## src/rtl/mem_arbiter_if.sv

```systemverilog
// Bundle of two requesting masters and one downstream memory port.
// The slave modport is the arbiter's view; the master modport is the
// view of whatever surrounds the arbiter (masters plus downstream memory).
interface mem_arbiter_if;
    logic        m0_req;
    logic        m0_we;
    logic [31:0] m0_addr;
    logic [31:0] m0_wdata;
    logic [3:0]  m0_wstrb;
    logic        m0_done;
    logic [31:0] m0_rdata;

    logic        m1_req;
    logic        m1_we;
    logic [31:0] m1_addr;
    logic [31:0] m1_wdata;
    logic [3:0]  m1_wstrb;
    logic        m1_done;
    logic [31:0] m1_rdata;

    logic        s_req;
    logic        s_we;
    logic [31:0] s_addr;
    logic [31:0] s_wdata;
    logic [3:0]  s_wstrb;
    logic        s_ack;
    logic [31:0] s_rdata;

    modport slave (
        input  m0_req, m0_we, m0_addr, m0_wdata, m0_wstrb,
        output m0_done, m0_rdata,
        input  m1_req, m1_we, m1_addr, m1_wdata, m1_wstrb,
        output m1_done, m1_rdata,
        output s_req, s_we, s_addr, s_wdata, s_wstrb,
        input  s_ack, s_rdata
    );

    modport master (
        output m0_req, m0_we, m0_addr, m0_wdata, m0_wstrb,
        input  m0_done, m0_rdata,
        output m1_req, m1_we, m1_addr, m1_wdata, m1_wstrb,
        input  m1_done, m1_rdata,
        input  s_req, s_we, s_addr, s_wdata, s_wstrb,
        output s_ack, s_rdata
    );
endinterface

```

## src/rtl/mem_arbiter.sv

```systemverilog
// Two-master memory arbiter: m0 (mem stage) and m1 (fetch refill) share one
// downstream port, one transaction in flight (IDLE -> BUSY -> RESP -> IDLE).
// Optional feature macro MEM_ARBITER_RR_EN: when defined, ties are broken
// round-robin; when undefined, m0 always wins ties and no pointer exists.
module mem_arbiter (
    input  logic           clk,
    input  logic           rstn,
    mem_arbiter_if.slave   bus
);

    localparam logic [1:0] IDLE = 2'd0;
    localparam logic [1:0] BUSY = 2'd1;
    localparam logic [1:0] RESP = 2'd2;

    logic [1:0]  state;
    logic        any_req;
    logic        winner;

    logic        sel_we;
    logic [31:0] sel_addr;
    logic [31:0] sel_wdata;
    logic [3:0]  sel_wstrb;

    logic        lat_idx;
    logic        lat_we;
    logic [31:0] lat_addr;
    logic [31:0] lat_wdata;
    logic [3:0]  lat_wstrb;
    logic [31:0] lat_rdata;
    logic        resp;

    assign any_req = bus.m0_req | bus.m1_req;

`ifdef MEM_ARBITER_RR_EN
    logic last_grant;

    // On a tie the master that was not granted last wins; otherwise the lone requester.
    always_comb begin
        winner = 1'b0;
        if (bus.m0_req && bus.m1_req) begin
            winner = ~last_grant;
        end else begin
            winner = bus.m1_req;
        end
    end

    // Pointer remembers the last grant; reset value makes m0 the preferred master.
    always_ff @(posedge clk or negedge rstn) begin
        if (!rstn) begin
            last_grant <= 1'b1;
        end else if (state == IDLE && any_req) begin
            last_grant <= winner;
        end
    end
`else
    // Fixed priority: m1 only wins when m0 is not asking.
    assign winner = ~bus.m0_req;
`endif

    // Route the winning master's request fields toward the capture registers.
    always_comb begin
        sel_we    = bus.m0_we;
        sel_addr  = bus.m0_addr;
        sel_wdata = bus.m0_wdata;
        sel_wstrb = bus.m0_wstrb;
        if (winner) begin
            sel_we    = bus.m1_we;
            sel_addr  = bus.m1_addr;
            sel_wdata = bus.m1_wdata;
            sel_wstrb = bus.m1_wstrb;
        end
    end

    // Transaction FSM; request fields are captured once at grant so later master changes are ignored.
    always_ff @(posedge clk or negedge rstn) begin
        if (!rstn) begin
            state     <= IDLE;
            lat_idx   <= 1'b0;
            lat_we    <= 1'b0;
            lat_addr  <= 32'h0;
            lat_wdata <= 32'h0;
            lat_wstrb <= 4'h0;
            lat_rdata <= 32'h0;
        end else begin
            case (state)
                IDLE: begin
                    if (any_req) begin
                        lat_idx   <= winner;
                        lat_we    <= sel_we;
                        lat_addr  <= sel_addr;
                        lat_wdata <= sel_wdata;
                        lat_wstrb <= sel_wstrb;
                        state     <= BUSY;
                    end
                end
                BUSY: begin
                    if (bus.s_ack) begin
                        lat_rdata <= lat_we ? 32'h0 : bus.s_rdata;
                        state     <= RESP;
                    end
                end
                RESP: begin
                    state <= IDLE;
                end
                default: begin
                    state <= IDLE;
                end
            endcase
        end
    end

    // Downstream request exists only in BUSY, so an async reset drops it immediately.
    assign bus.s_req   = (state == BUSY);
    assign bus.s_we    = lat_we;
    assign bus.s_addr  = lat_addr;
    assign bus.s_wdata = lat_wdata;
    assign bus.s_wstrb = lat_we ? lat_wstrb : 4'b0000;

    // Completion goes only to the captured winner; the other master sees zeros.
    assign resp         = (state == RESP);
    assign bus.m0_done  = resp & ~lat_idx;
    assign bus.m1_done  = resp & lat_idx;
    assign bus.m0_rdata = bus.m0_done ? lat_rdata : 32'h0;
    assign bus.m1_rdata = bus.m1_done ? lat_rdata : 32'h0;

endmodule

```

## src/flat_wrapper.sv

```systemverilog
// flat-port wrapper written by rule: the top's interface ports become plain ports
module mem_arbiter_flat 
  (clk, rstn, bus_m0_req, bus_m0_we, bus_m0_addr, bus_m0_wdata, bus_m0_wstrb, bus_m0_done, bus_m0_rdata, bus_m1_req, bus_m1_we, bus_m1_addr, bus_m1_wdata, bus_m1_wstrb, bus_m1_done, bus_m1_rdata, bus_s_req, bus_s_we, bus_s_addr, bus_s_wdata, bus_s_wstrb, bus_s_ack, bus_s_rdata);
  mem_arbiter_if bus_i ();
  input  logic clk;
  input  logic rstn;
  input wire logic [$bits(bus_i.m0_req)-1:0] bus_m0_req;
  input wire logic [$bits(bus_i.m0_we)-1:0] bus_m0_we;
  input wire logic [$bits(bus_i.m0_addr)-1:0] bus_m0_addr;
  input wire logic [$bits(bus_i.m0_wdata)-1:0] bus_m0_wdata;
  input wire logic [$bits(bus_i.m0_wstrb)-1:0] bus_m0_wstrb;
  output wire logic [$bits(bus_i.m0_done)-1:0] bus_m0_done;
  output wire logic [$bits(bus_i.m0_rdata)-1:0] bus_m0_rdata;
  input wire logic [$bits(bus_i.m1_req)-1:0] bus_m1_req;
  input wire logic [$bits(bus_i.m1_we)-1:0] bus_m1_we;
  input wire logic [$bits(bus_i.m1_addr)-1:0] bus_m1_addr;
  input wire logic [$bits(bus_i.m1_wdata)-1:0] bus_m1_wdata;
  input wire logic [$bits(bus_i.m1_wstrb)-1:0] bus_m1_wstrb;
  output wire logic [$bits(bus_i.m1_done)-1:0] bus_m1_done;
  output wire logic [$bits(bus_i.m1_rdata)-1:0] bus_m1_rdata;
  output wire logic [$bits(bus_i.s_req)-1:0] bus_s_req;
  output wire logic [$bits(bus_i.s_we)-1:0] bus_s_we;
  output wire logic [$bits(bus_i.s_addr)-1:0] bus_s_addr;
  output wire logic [$bits(bus_i.s_wdata)-1:0] bus_s_wdata;
  output wire logic [$bits(bus_i.s_wstrb)-1:0] bus_s_wstrb;
  input wire logic [$bits(bus_i.s_ack)-1:0] bus_s_ack;
  input wire logic [$bits(bus_i.s_rdata)-1:0] bus_s_rdata;
  assign bus_i.m0_req = bus_m0_req;
  assign bus_i.m0_we = bus_m0_we;
  assign bus_i.m0_addr = bus_m0_addr;
  assign bus_i.m0_wdata = bus_m0_wdata;
  assign bus_i.m0_wstrb = bus_m0_wstrb;
  assign bus_m0_done = bus_i.m0_done;
  assign bus_m0_rdata = bus_i.m0_rdata;
  assign bus_i.m1_req = bus_m1_req;
  assign bus_i.m1_we = bus_m1_we;
  assign bus_i.m1_addr = bus_m1_addr;
  assign bus_i.m1_wdata = bus_m1_wdata;
  assign bus_i.m1_wstrb = bus_m1_wstrb;
  assign bus_m1_done = bus_i.m1_done;
  assign bus_m1_rdata = bus_i.m1_rdata;
  assign bus_s_req = bus_i.s_req;
  assign bus_s_we = bus_i.s_we;
  assign bus_s_addr = bus_i.s_addr;
  assign bus_s_wdata = bus_i.s_wdata;
  assign bus_s_wstrb = bus_i.s_wstrb;
  assign bus_i.s_ack = bus_s_ack;
  assign bus_i.s_rdata = bus_s_rdata;
  mem_arbiter u_core (.clk(clk), .rstn(rstn), .bus(bus_i));
endmodule
```

## config.mk

```make
export PLATFORM = sky130hd
export DESIGN_NAME = mem_arbiter_flat
export DESIGN_NICKNAME = d
export VERILOG_FILES = /design/src/rtl/mem_arbiter_if.sv /design/src/rtl/mem_arbiter.sv /design/src/flat_wrapper.sv
export SDC_FILE = /design/constraint.sdc
export NUM_CORES = 1
export LEC_CHECK = 0
export BUFFER_PORTS_ARGS = -buffer_cell sky130_fd_sc_hd__buf_2
export CAP_MARGIN = 20
export CORE_AREA = 2 2 120 122
export DETAILED_ROUTE_END_ITERATION = 12
export DIE_AREA = 0 0 122 124
export PLACE_DENSITY = 0.8
export SLEW_MARGIN = 25
export SYNTH_ARGS = -nofsm -noshare
export SYNTH_HDL_FRONTEND = slang
export SYNTH_SLANG_ARGS = --single-unit
```

## constraint.sdc

```tcl
create_clock -name clk -period 3.6 [get_ports clk]
set_input_delay 0.36 -clock clk [delete_from_list [all_inputs] [get_ports clk]]
set_output_delay 0.36 -clock clk [all_outputs]
set_load 0.01 [all_outputs]
```

==> impl_metrics.yaml <==
final_layout:
  regArea_mm2: 0.00260
  area_growth_pct: 35.5
  multi_input_area_mm2: 0.00279
  nets: 920
  drive_gt1_share_pct: 62.9
  fillers: 1238
logic_synthesis:
  async_flop_share_pct: 100
  synth_nets: 625
  synth_cells: 450
  ys_types: 19
  synth_edf_count: 0
  synthTopCellsByArea: "dfrtp_1, mux2_4, mux2_2"
  yosys.area.top_type: "dfrtp_1"
  syn_avg_cell_area_um2: 12.4
  synthFlopType: "dfrtp_1"
  synth_warnings: 0
  synthMostInstantiatedCell: "dfrtp_1"
  ys_ff_latch: 104
  synth.cell_area_mm2: 0.00559
  yosys.area.top_type_share_pct: 46.6
  synthTopCellsByCount: "dfrtp_1, mux2_2, mux2_4"
  ys_seq_area_share_pct: 46.6
die:
  fp.dieArea_mm2: 0.0151
  die_h_um: 124
  core_area_mm2: 0.0137
  io-pin-count: 311
  die_x_um: 122
  start_util_pct: 40.7
  core.rowCount: 43
global_routing:
  grt_pass1_wl_mm: 20.4
  overflow: 0
  use_met1_pct: 20.5
  grtUsageTotal_pct: 17.4
  antenna_found_initial: 1
  grt_util_met2_pct: 30.7
  grt-busiest-layer: "met2"
  first_global_vias: 4176
  grtUsageMet3_pct: 3.43
  grt_max_degree: 77
sta:
  fin_worst_skew_ns: 0.00870
  hold_slack_ns: 0.0299
  rsz0062_at_grt: "no"
  finalCritPeriodShare_pct: 62.7
  hold_violations: 0
  tightestPinTransition_ns: 0.864
  drv_slew: 0
  setup_viol: 0
  period_needed_ns: 2.26
  relSlewSlack_pct: 42.4
  finalSetupTns_ns: 0
  max_freq_mhz: 443
pwr:
  power.density_mw_per_mm2: 735
  comb_power_share_pct: 42.6
  p_clk_share_pct: 18.2
  switching_share_pct: 33.1
  power_mw: 5.56
  sequentialPowerShare_pct: 39.1
  vdd_drop_max_mv: 0.402
  p_leak_nw: 4.01
  p_int_mw: 3.72
  p_switching_mw: 1.84
cts:
  cts_max_level: 3
  postCtsSetupRepairBufs: 0
  clockBufferDepth: 2
  cts_tree: "built"
  cts_resized: 0
  clk_latency_ns: 0.34
  clock-root-buffer: "clkbuf_16"
  hold_buffers: 0
  cts_buffers: 9
  cts.sinks: 104
  clk_pin_slew_ns: 0.07
critical_path:
  r2r_cells: 4
  rrSetupSlack_ns: 1.63
  crit_path_max_fanout: 33
  critical_path.slowest_cell: "and3b_1"
  crit_chain: "and3b_1 -> and2_1 -> buf_2"
  critical-path-max-stage-delay_ns: 0.78
  start_kind: "flop"
  worst-path-buf-inv: 1
  cp_top_family: "simple AND/OR/NAND/NOR gates"
  endpoint_kind: "primary output"
  reg2reg_to: "u_core.bus.s_addr[7]"
  crit_type: "flop to primary output"
  r2r_start: "u_core.state[0]"
  required_ns: 3.24
  cp_data_arrival_time_ns: 1.90
routing:
  first_pass_iters: 4
  vias: 4234
  drt-total-wl_mm: 13.3
  ant_nets: 0
  wl_per_cell_um: 14.3
  drt_iter0_markers: 108
  drc: 0
  drt-vias-per-instance: 4.55
place:
  globalplace.congestion: 0.801
  dp_hpwl_mm: 10.3
  portBuffers: 310
min_path:
  min_path_type: "input pin to async pin"
job:
  maxCapViolCount: 0
status:
  outcome: "completed"
-- through the flow --
step / instances / worst slack, ns / cell area [um2] / utilization [%]
2_1_floorplan: 450 / 2.06 / 5590 / -
3_3_place_gp: 914 / 1.69 / 7240 / 52.8
4_1_cts: 930 / 1.32 / 7560 / 55.1
5_1_grt: 931 / 1.18 / 7570 / 55.2
3_5_place_dp: 914 / 1.63 / 7240 / 52.8
6_report: 931 / 1.34 / 7570 / 55.2
-- cell usage in the layout, fill, tap and decap left out, types with 2 or more instances in the layout --
cell type	instances
dfrtp_1	104
o21ai_0	32
inv_1	2
nand2_1	32
buf_2	309
clkbuf_16	9
a21oi_1	2
mux2_2	69
clkbuf_8	3
and2_1	68
buf_4	6
nand2b_1	32
mux2_4	69
-- worst register-to-register path: stages, from the launching register on --
cell	delay, ns
dfrtp_1	0.42
nor2_1	0.23
o21a_4	0.52
buf_4	0.37
mux2_4	0.33
-- layer usage --
metal	wire length, um	up-vias
met4	253	0
met5	0	-
met3	864	19
li1	-	2100
met1	5400	1940
met2	6810	175
-- power by group through the flow --
| stage | Clock (mW) | Combinational [mW] | Sequential [mW] |
|---|---|---|---|
| 2_1_floorplan | 0 | 1.53 | 2.25 |
| 3_3_place_gp | 0 | 2.34 | 2.17 |
| 3_5_place_dp | 0 | 2.41 | 2.18 |
| 4_1_cts | 1.05 | 2.41 | 2.18 |
| 5_1_grt | 1.09 | 2.57 | 2.27 |
| 6_report | 1.01 | 2.37 | 2.18 |
-- sequential cells by signal, summed over array words and instances (netlist names) --
name	cells
u_core.bus.s_addr	32
u_core.bus.s_wdata	32
u_core.lat_rdata	32
u_core.lat_idx	1
u_core.bus.s_we	1
u_core.lat_wstrb	4
u_core.state	2
-- worst max path at each step --
stage                          startpoint                    to  slack [ns]  depth (start not counted)
after CTS                 u_core.state[0]       bus_m1_rdata[4]        1.32                          3
after floorplan           u_core.state[0]      bus_m0_rdata[22]        2.06                          3
after global routing      u_core.state[0]       bus_m1_rdata[2]        1.18                          3
final                     u_core.state[0]       bus_m1_rdata[4]        1.34                          3
after global placement    u_core.state[0]  u_core.bus.s_addr[6]        1.69                          4
after detailed placement  u_core.state[0]  u_core.bus.s_addr[7]        1.63                          4
-- cells by family after synthesis --
| kind of cell | count (synthesis) | share of synthesized area (%) |
|---|---|---|
| DFF | 104 | 46.6 |
| muxes | 138 | 32.5 |
| and+or+nand+nor | 137 | 14.0 |
| AOI/OAI and AO/OA | 36 | 3.31 |
| buffers and inverters | 35 | 3.70 |
-- cell type report --
class,instances,area share [%]
Multi-Input combinational cell,311,36.9
Sequential cell,104,34.4
Timing Repair Buffer,317,21.4
Clock buffer,13,3.57
Tap cell,180,2.98
Clock inverter,3,0.628
Inverter,2,0.0992
Antenna cell,1,0.0331
No activity file was read; power rests on OpenSTA's default activity.
